**src/rtl/fadd_share_arb_if.sv**
```systemverilog
// Requester-side handshake bundle for the shared adder arbiter:
// operand requests in, per-requester results out.
interface fadd_share_arb_if #(
  parameter int unsigned NREQ = 4
);
  logic [NREQ-1:0]      req_valid;
  logic [NREQ-1:0]      req_sub;
  logic [32*NREQ-1:0]   req_x1;
  logic [32*NREQ-1:0]   req_x2;
  logic [NREQ-1:0]      req_ready;
  logic [NREQ-1:0]      resp_valid;
  logic [32*NREQ-1:0]   resp_y;
  logic [NREQ-1:0]      resp_ready;

  modport master (
    output req_valid, req_sub, req_x1, req_x2, resp_ready,
    input  req_ready, resp_valid, resp_y
  );

  modport slave (
    input  req_valid, req_sub, req_x1, req_x2, resp_ready,
    output req_ready, resp_valid, resp_y
  );
endinterface

```
**src/rtl/fadd_share_arb.sv**
```systemverilog
// Round-robin sharing of one pipelined FP adder between NREQ requesters,
// with owner tags tracked alongside the adder and per-requester result holding.
module fadd_share_arb #(
  parameter int unsigned NREQ = 4,
  parameter int unsigned LAT  = 3,
  parameter int unsigned IDW  = 2
) (
  input  logic                clk,
  input  logic                rstn,
  fadd_share_arb_if.slave     bus,
  output logic                fu_valid,
  output logic [31:0]         fu_x1,
  output logic [31:0]         fu_x2,
  input  logic [31:0]         fu_y,
  output logic                idle
);

  logic [NREQ-1:0]    busy_q, busy_d;
  logic [IDW-1:0]     ptr_q, ptr_d;
  logic [NREQ-1:0]    eligible, grant;
  logic               gnt_any;
  logic [IDW-1:0]     gnt_id;
  logic [31:0]        sel_x2;

  logic               fu_valid_q, fu_valid_d;
  logic [31:0]        fu_x1_q, fu_x1_d;
  logic [31:0]        fu_x2_q, fu_x2_d;
  logic [IDW-1:0]     fu_id_q, fu_id_d;

  logic [LAT-1:0]     tag_v_q, tag_v_d;
  logic [IDW-1:0]     tag_id_q [LAT];
  logic [IDW-1:0]     tag_id_d [LAT];

  logic [NREQ-1:0]    resp_valid_q, resp_valid_d;
  logic [32*NREQ-1:0] resp_y_q, resp_y_d;

  // Search eligible requesters starting at the pointer, wrapping around.
  always_comb begin
    int unsigned idx;
    idx      = 0;
    eligible = bus.req_valid & ~busy_q;
    gnt_any  = 1'b0;
    gnt_id   = '0;
    for (int unsigned k = 0; k < NREQ; k++) begin
      idx = (32'(ptr_q) + k) % NREQ;
      if (!gnt_any && eligible[IDW'(idx)]) begin
        gnt_any = 1'b1;
        gnt_id  = IDW'(idx);
      end
    end
    grant = '0;
    // Grant is masked during reset so no handshake is offered while flops are held.
    if (gnt_any && rstn) grant[gnt_id] = 1'b1;
  end

  always_comb begin
    busy_d     = (busy_q | grant) & ~(resp_valid_q & bus.resp_ready);
    ptr_d      = ptr_q;
    fu_valid_d = 1'b0;
    fu_x1_d    = fu_x1_q;
    fu_x2_d    = fu_x2_q;
    fu_id_d    = fu_id_q;
    sel_x2     = bus.req_x2[32'(gnt_id)*32 +: 32];
    if (|grant) begin
      ptr_d      = IDW'((32'(gnt_id) + 32'd1) % NREQ);
      fu_valid_d = 1'b1;
      fu_id_d    = gnt_id;
      fu_x1_d    = bus.req_x1[32'(gnt_id)*32 +: 32];
      fu_x2_d    = {sel_x2[31] ^ bus.req_sub[gnt_id], sel_x2[30:0]};
    end

    // The fu register acts as tag stage zero, so the last stage lines up with fu_y.
    tag_v_d     = '0;
    tag_v_d[0]  = fu_valid_q;
    tag_id_d[0] = fu_id_q;
    for (int unsigned k = 1; k < LAT; k++) begin
      tag_v_d[k]  = tag_v_q[k-1];
      tag_id_d[k] = tag_id_q[k-1];
    end

    resp_valid_d = resp_valid_q & ~bus.resp_ready;
    resp_y_d     = resp_y_q;
    if (tag_v_q[LAT-1]) begin
      resp_valid_d[tag_id_q[LAT-1]]              = 1'b1;
      resp_y_d[32'(tag_id_q[LAT-1])*32 +: 32]    = fu_y;
    end
  end

  always_ff @(posedge clk or negedge rstn) begin
    if (!rstn) begin
      busy_q       <= '0;
      ptr_q        <= '0;
      fu_valid_q   <= 1'b0;
      fu_x1_q      <= '0;
      fu_x2_q      <= '0;
      fu_id_q      <= '0;
      tag_v_q      <= '0;
      tag_id_q     <= '{default: '0};
      resp_valid_q <= '0;
      resp_y_q     <= '0;
    end else begin
      busy_q       <= busy_d;
      ptr_q        <= ptr_d;
      fu_valid_q   <= fu_valid_d;
      fu_x1_q      <= fu_x1_d;
      fu_x2_q      <= fu_x2_d;
      fu_id_q      <= fu_id_d;
      tag_v_q      <= tag_v_d;
      tag_id_q     <= tag_id_d;
      resp_valid_q <= resp_valid_d;
      resp_y_q     <= resp_y_d;
    end
  end

  assign bus.req_ready  = grant;
  assign bus.resp_valid = resp_valid_q;
  assign bus.resp_y     = resp_y_q;
  assign fu_valid       = fu_valid_q;
  assign fu_x1          = fu_x1_q;
  assign fu_x2          = fu_x2_q;
  assign idle           = ~|busy_q;

endmodule

```
**src/flat_wrapper.sv**
```systemverilog
// flat-port wrapper written by rule: the top's interface ports become plain ports
module fadd_share_arb_flat 
#(
  parameter int unsigned NREQ = 4,
  parameter int unsigned LAT  = 3,
  parameter int unsigned IDW  = 2
)
  (clk, rstn, fu_valid, fu_x1, fu_x2, fu_y, idle, bus_req_valid, bus_req_sub, bus_req_x1, bus_req_x2, bus_resp_ready, bus_req_ready, bus_resp_valid, bus_resp_y);
  fadd_share_arb_if #(.NREQ(NREQ)) bus_i ();
  input  logic clk;
  input  logic rstn;
  output logic fu_valid;
  output logic [31:0] fu_x1;
  output logic [31:0] fu_x2;
  input  logic [31:0] fu_y;
  output logic idle;
  input wire logic [$bits(bus_i.req_valid)-1:0] bus_req_valid;
  input wire logic [$bits(bus_i.req_sub)-1:0] bus_req_sub;
  input wire logic [$bits(bus_i.req_x1)-1:0] bus_req_x1;
  input wire logic [$bits(bus_i.req_x2)-1:0] bus_req_x2;
  input wire logic [$bits(bus_i.resp_ready)-1:0] bus_resp_ready;
  output wire logic [$bits(bus_i.req_ready)-1:0] bus_req_ready;
  output wire logic [$bits(bus_i.resp_valid)-1:0] bus_resp_valid;
  output wire logic [$bits(bus_i.resp_y)-1:0] bus_resp_y;
  assign bus_i.req_valid = bus_req_valid;
  assign bus_i.req_sub = bus_req_sub;
  assign bus_i.req_x1 = bus_req_x1;
  assign bus_i.req_x2 = bus_req_x2;
  assign bus_i.resp_ready = bus_resp_ready;
  assign bus_req_ready = bus_i.req_ready;
  assign bus_resp_valid = bus_i.resp_valid;
  assign bus_resp_y = bus_i.resp_y;
  fadd_share_arb #(.NREQ(NREQ), .LAT(LAT), .IDW(IDW)) u_core (.clk(clk), .rstn(rstn), .bus(bus_i), .fu_valid(fu_valid), .fu_x1(fu_x1), .fu_x2(fu_x2), .fu_y(fu_y), .idle(idle));
endmodule
```
**config.mk**
```make
export PLATFORM = sky130hd
export DESIGN_NAME = fadd_share_arb_flat
export DESIGN_NICKNAME = d
export VERILOG_FILES = /design/src/rtl/fadd_share_arb_if.sv /design/src/rtl/fadd_share_arb.sv /design/src/flat_wrapper.sv
export SDC_FILE = /design/constraint.sdc
export NUM_CORES = 1
export LEC_CHECK = 0
export ABC_AREA = 1
export CORE_AREA = 4 4 194 196
export DETAILED_ROUTE_END_ITERATION = 7
export DIE_AREA = 0 0 198 200
export HOLD_SLACK_MARGIN = 0.05
export PLACE_DENSITY_LB_ADDON = 0.25
export SLEW_MARGIN = 20
export SYNTH_ARGS = -nofsm -noshare
export SYNTH_HDL_FRONTEND = slang
export SYNTH_SLANG_ARGS = --single-unit
```
**constraint.sdc**
```tcl
create_clock -name clk -period 5.8 [get_ports clk]
set_clock_uncertainty 0.2 [all_clocks]
set_input_delay 1.74 -clock clk [delete_from_list [all_inputs] [get_ports clk]]
set_output_delay 1.74 -clock clk [all_outputs]
set_load 0.05 [all_outputs]
```
==> metrics.txt, run 1 <==
fraction of final layout cells sized beyond drive strength 1 7.195%; number of nets still failing antenna checks after routing 0; area growth from synthesis to final layout 60.36%; final setup vio count 0; Hold Violations, Final 0; run status finished, final reports clean; CTS Root Buffer Type sky130_fd_sc_hd__clkbuf_16; Synth Cell Area 0.01036 mm²; number of detailed-route iterations in the first pass 4; register share of total power 21.8%; standard-cell row count 70; clock tree from TritonCTS yes; share of total power in the clock network 13.1%; die outline area 0.03960 mm²; Rel. slew slack 36.74%; clock latency at the later pin of the worst-skew pair 0.51 ns; endpoint class of the critical path primary output; count of pins over their slew limit 0; part of the Yosys area used for sequential elements between 50 and 60%; Critical Setup Path Class input pin to primary output; Die X-Extent 198 µm; VDD IR max 0.0006179 V; total clock sinks 214; required time at the worst-slack endpoint 3.86 ns; total number of nets in the final design 2057; maximum achievable frequency approximately 180 MHz; average instance area after synthesis 8.129 µm²; number of maximum-capacitance constraint violations 0; number of nets in the synthesized netlist 1585; number of buffers created by CTS 24; unrepaired setup endpoints after global routing no; power density over cell area 717.2 mW/mm²; final period demand of the worst path 5.614 ns; net switching power 0.006390 W; H-tree level count 1; leakage component of the power 7.327 nW; total global-route track usage a little over a fifth; Least-Margin Pin Slew 0.9478 ns; setup repair bufs after CTS 0; total negative slack 0 ns; pin count of the biggest net entering global routing 71; via count of the first global-routing pass around 11000; Critical Path Source Type input pin; final period utilization 96.79%; switching share of power 53.61%; number of remaining DRC errors 0; antenna violations before repair 4; half-perimeter wire length after detailed placement 33050 µm; count of input and output buffers 503; fraction of power consumed by combinational cells 65.1%; number of top-level pins slightly above 500; CTS Buffer Depth 3; Routed WL 43740 µm; overall via count from detail_route 10790; post-synthesis sequential element count 214; critical path peak fanout 13; data arrival at the endpoint of the critical path 3.67 ns; ratio of routed vias to standard cells 4.823; distinct cell type count after synthesis 34; first-pass GRT wire length approximately 65000 µm; cts-stage hold buffer count 0; die outline height about 200 µm; Int Power 0.005530 W; RD Place Congestion around 0.84; initial standard-cell utilization of the core between 20% and 30%; final hold slack 0.1461 ns; number of gates resized after cts 0; routed wirelength normalized by instance count 19.55 µm; residual overflow from global routing 0; violation count after the first detailed-routing iteration 607; worst min-delay path category flip-flop to flip-flop; area of the core 0.03608 mm²; number of synthesis warnings 0; cell count after synthesis 1275; Worst-path clk slew ~0.060 ns
==> final timing paths <==
check / from / depth (start not counted) / slack, ns / to
hold reg to reg: u_core.tag_id_d[0] / 0 / 0.15 / u_core.tag_id_q[0]
setup / recovery: bus_req_valid[3] / 10 / 0.19 / bus_req_ready[0]
min in group asynchronous: rstn / 1 / 0.89 / u_core.bus.resp_y[125]
max in group asynchronous: rstn / 3 / 2.53 / u_core.bus.resp_y[33]
setup reg to reg: u_core.ptr_q[0] / 13 / 2.65 / u_core.fu_x2[16]
hold / removal: u_core.tag_id_d[0] / 0 / 0.15 / u_core.tag_id_q[0]
==> cells in the final DEF (no fill, tap or decap), types with 3 or more instances in the layout <==
cell and instances:
sky130_fd_sc_hd__clkbuf_1 3, sky130_fd_sc_hd__clkinv_2 6, sky130_fd_sc_hd__nand3_2 11, sky130_fd_sc_hd__buf_4 28, sky130_fd_sc_hd__nand3_1 79, sky130_fd_sc_hd__a22oi_1 29, sky130_fd_sc_hd__dfrtp_1 214, sky130_fd_sc_hd__nand2_1 590
sky130_fd_sc_hd__o21ai_0 130, sky130_fd_sc_hd__clkbuf_8 4, sky130_fd_sc_hd__clkdlybuf4s50_1 498, sky130_fd_sc_hd__a22oi_2 21, sky130_fd_sc_hd__inv_2 3, sky130_fd_sc_hd__ha_1 8, sky130_fd_sc_hd__nor2_1 14, sky130_fd_sc_hd__diode_2 4
sky130_fd_sc_hd__nand4_1 45, sky130_fd_sc_hd__nand2_2 6, sky130_fd_sc_hd__nor2_4 3, sky130_fd_sc_hd__nand2_4 4, sky130_fd_sc_hd__clkbuf_16 25, sky130_fd_sc_hd__inv_1 20
==> stage by stage <==
| step | setup WS, ns | instances | utilization [%] | cell area [µm²] | power [W] |
|---|---|---|---|---|---|
| after floorplan | 0.5609 | 1275 | - | 10360 | 0.007878 |
| after global placement | 0.2531 | 2189 | 43.77 | 15790 | 0.01041 |
| after detailed placement | 0.2014 | 2189 | 43.78 | 15800 | 0.01043 |
| after CTS | 0.1987 | 2233 | 46.03 | 16610 | 0.01204 |
| after global routing | 0.03702 | 2235 | 46.05 | 16620 | 0.01274 |
| final | 0.1862 | 2237 | 46.06 | 16620 | 0.01192 |
==> metal layers <==
| metal | share of wire (%) | global-route usage, % |
|---|---|---|
| met3 | 8.6 | 4.884 |
| met4 | 3.8 | 7.779 |
| met1 | 38 | 25.63 |
| met2 | 49 | 36.10 |
| met5 | 0.030 | 0 |
==> logic make-up after synthesis <==
logic type / synth area share (%)
AO/OA/AOI/OAI: 11.56
adder cells (fa/ha/maj): 0.9658
buffers and inverters: 5.130
flip-flops: 51.67
AND/OR/NAND/NOR: 30.67
==> registers in the layout, summed over array words and instances (netlist names) <==
register / count
u_core.tag_id_d: 4
u_core.busy_q: 4
u_core.bus.resp_valid: 4
u_core.bus.resp_y: 128
u_core.fu_x1: 32
u_core.tag_id_q: 2
u_core.ptr_q: 2
u_core.fu_valid: 1
u_core.fu_x2: 32
u_core.fu_id_q: 2
u_core.tag_v_q: 3
==> power by group through the flow <==
stage | logic, W | clock network, W | registers (W)
final | 0.00776 | 0.00157 | 0.00259
after global routing | 0.00839 | 0.00167 | 0.00268
after CTS | 0.00784 | 0.00161 | 0.00259
after detailed placement | 0.00783 | 0 | 0.00261
after global placement | 0.00782 | 0 | 0.00260
after floorplan | 0.00321 | 0 | 0.00467
==> layout make-up <==
type	instances	area [µm²]
timing repair buffer	529	5250
fill	3621	19460
inverter	26	110.1
sequential	214	5355
clock buffer	32	691.9
tap	468	585.6
multi-input combinational	952	4496
clock inverter	12	122.6
antenna	4	10.01
==> critical path, stage by stage <==
cell and delay [ns]:
sky130_fd_sc_hd__clkdlybuf4s50_1 0.50, sky130_fd_sc_hd__nand3_1 0.15, sky130_fd_sc_hd__nand3_2 0.16, sky130_fd_sc_hd__nand2_4 0.10, sky130_fd_sc_hd__nand3_2 0.10, sky130_fd_sc_hd__nand3_2 0.17
sky130_fd_sc_hd__nand2_4 0.25, sky130_fd_sc_hd__nand2_4 0.09, sky130_fd_sc_hd__nor2_1 0.18, sky130_fd_sc_hd__buf_4 0.24
==> Yosys cell counts (all sizes together) <==
cell | instances | area, µm²
o21bai | 1 | 7.510
o31ai | 1 | 7.510
o211ai | 1 | 7.510
inv | 26 | 110.1
o21ai | 132 | 664.4
o41ai | 1 | 8.760
a2bb2oi | 1 | 8.760
dfrtp | 214 | 5355
ha | 8 | 100.1
nand3 | 90 | 505.5
clkbuf | 50 | 187.7
nor4 | 1 | 6.260
nand4 | 45 | 281.5
nand2 | 600 | 2295
nor2 | 19 | 91.33
a22oi | 50 | 480.5
a21oi | 2 | 13.76
buf | 33 | 234.0
Power figures use the tool's default switching activity.
==> run 2: changes to the inputs <==
Settings changed: HOLD_SLACK_MARGIN 0.05 to 0.08.
==> results of run 2 <==
The final DEF is identical to that of run 1; final timing and power are the same.
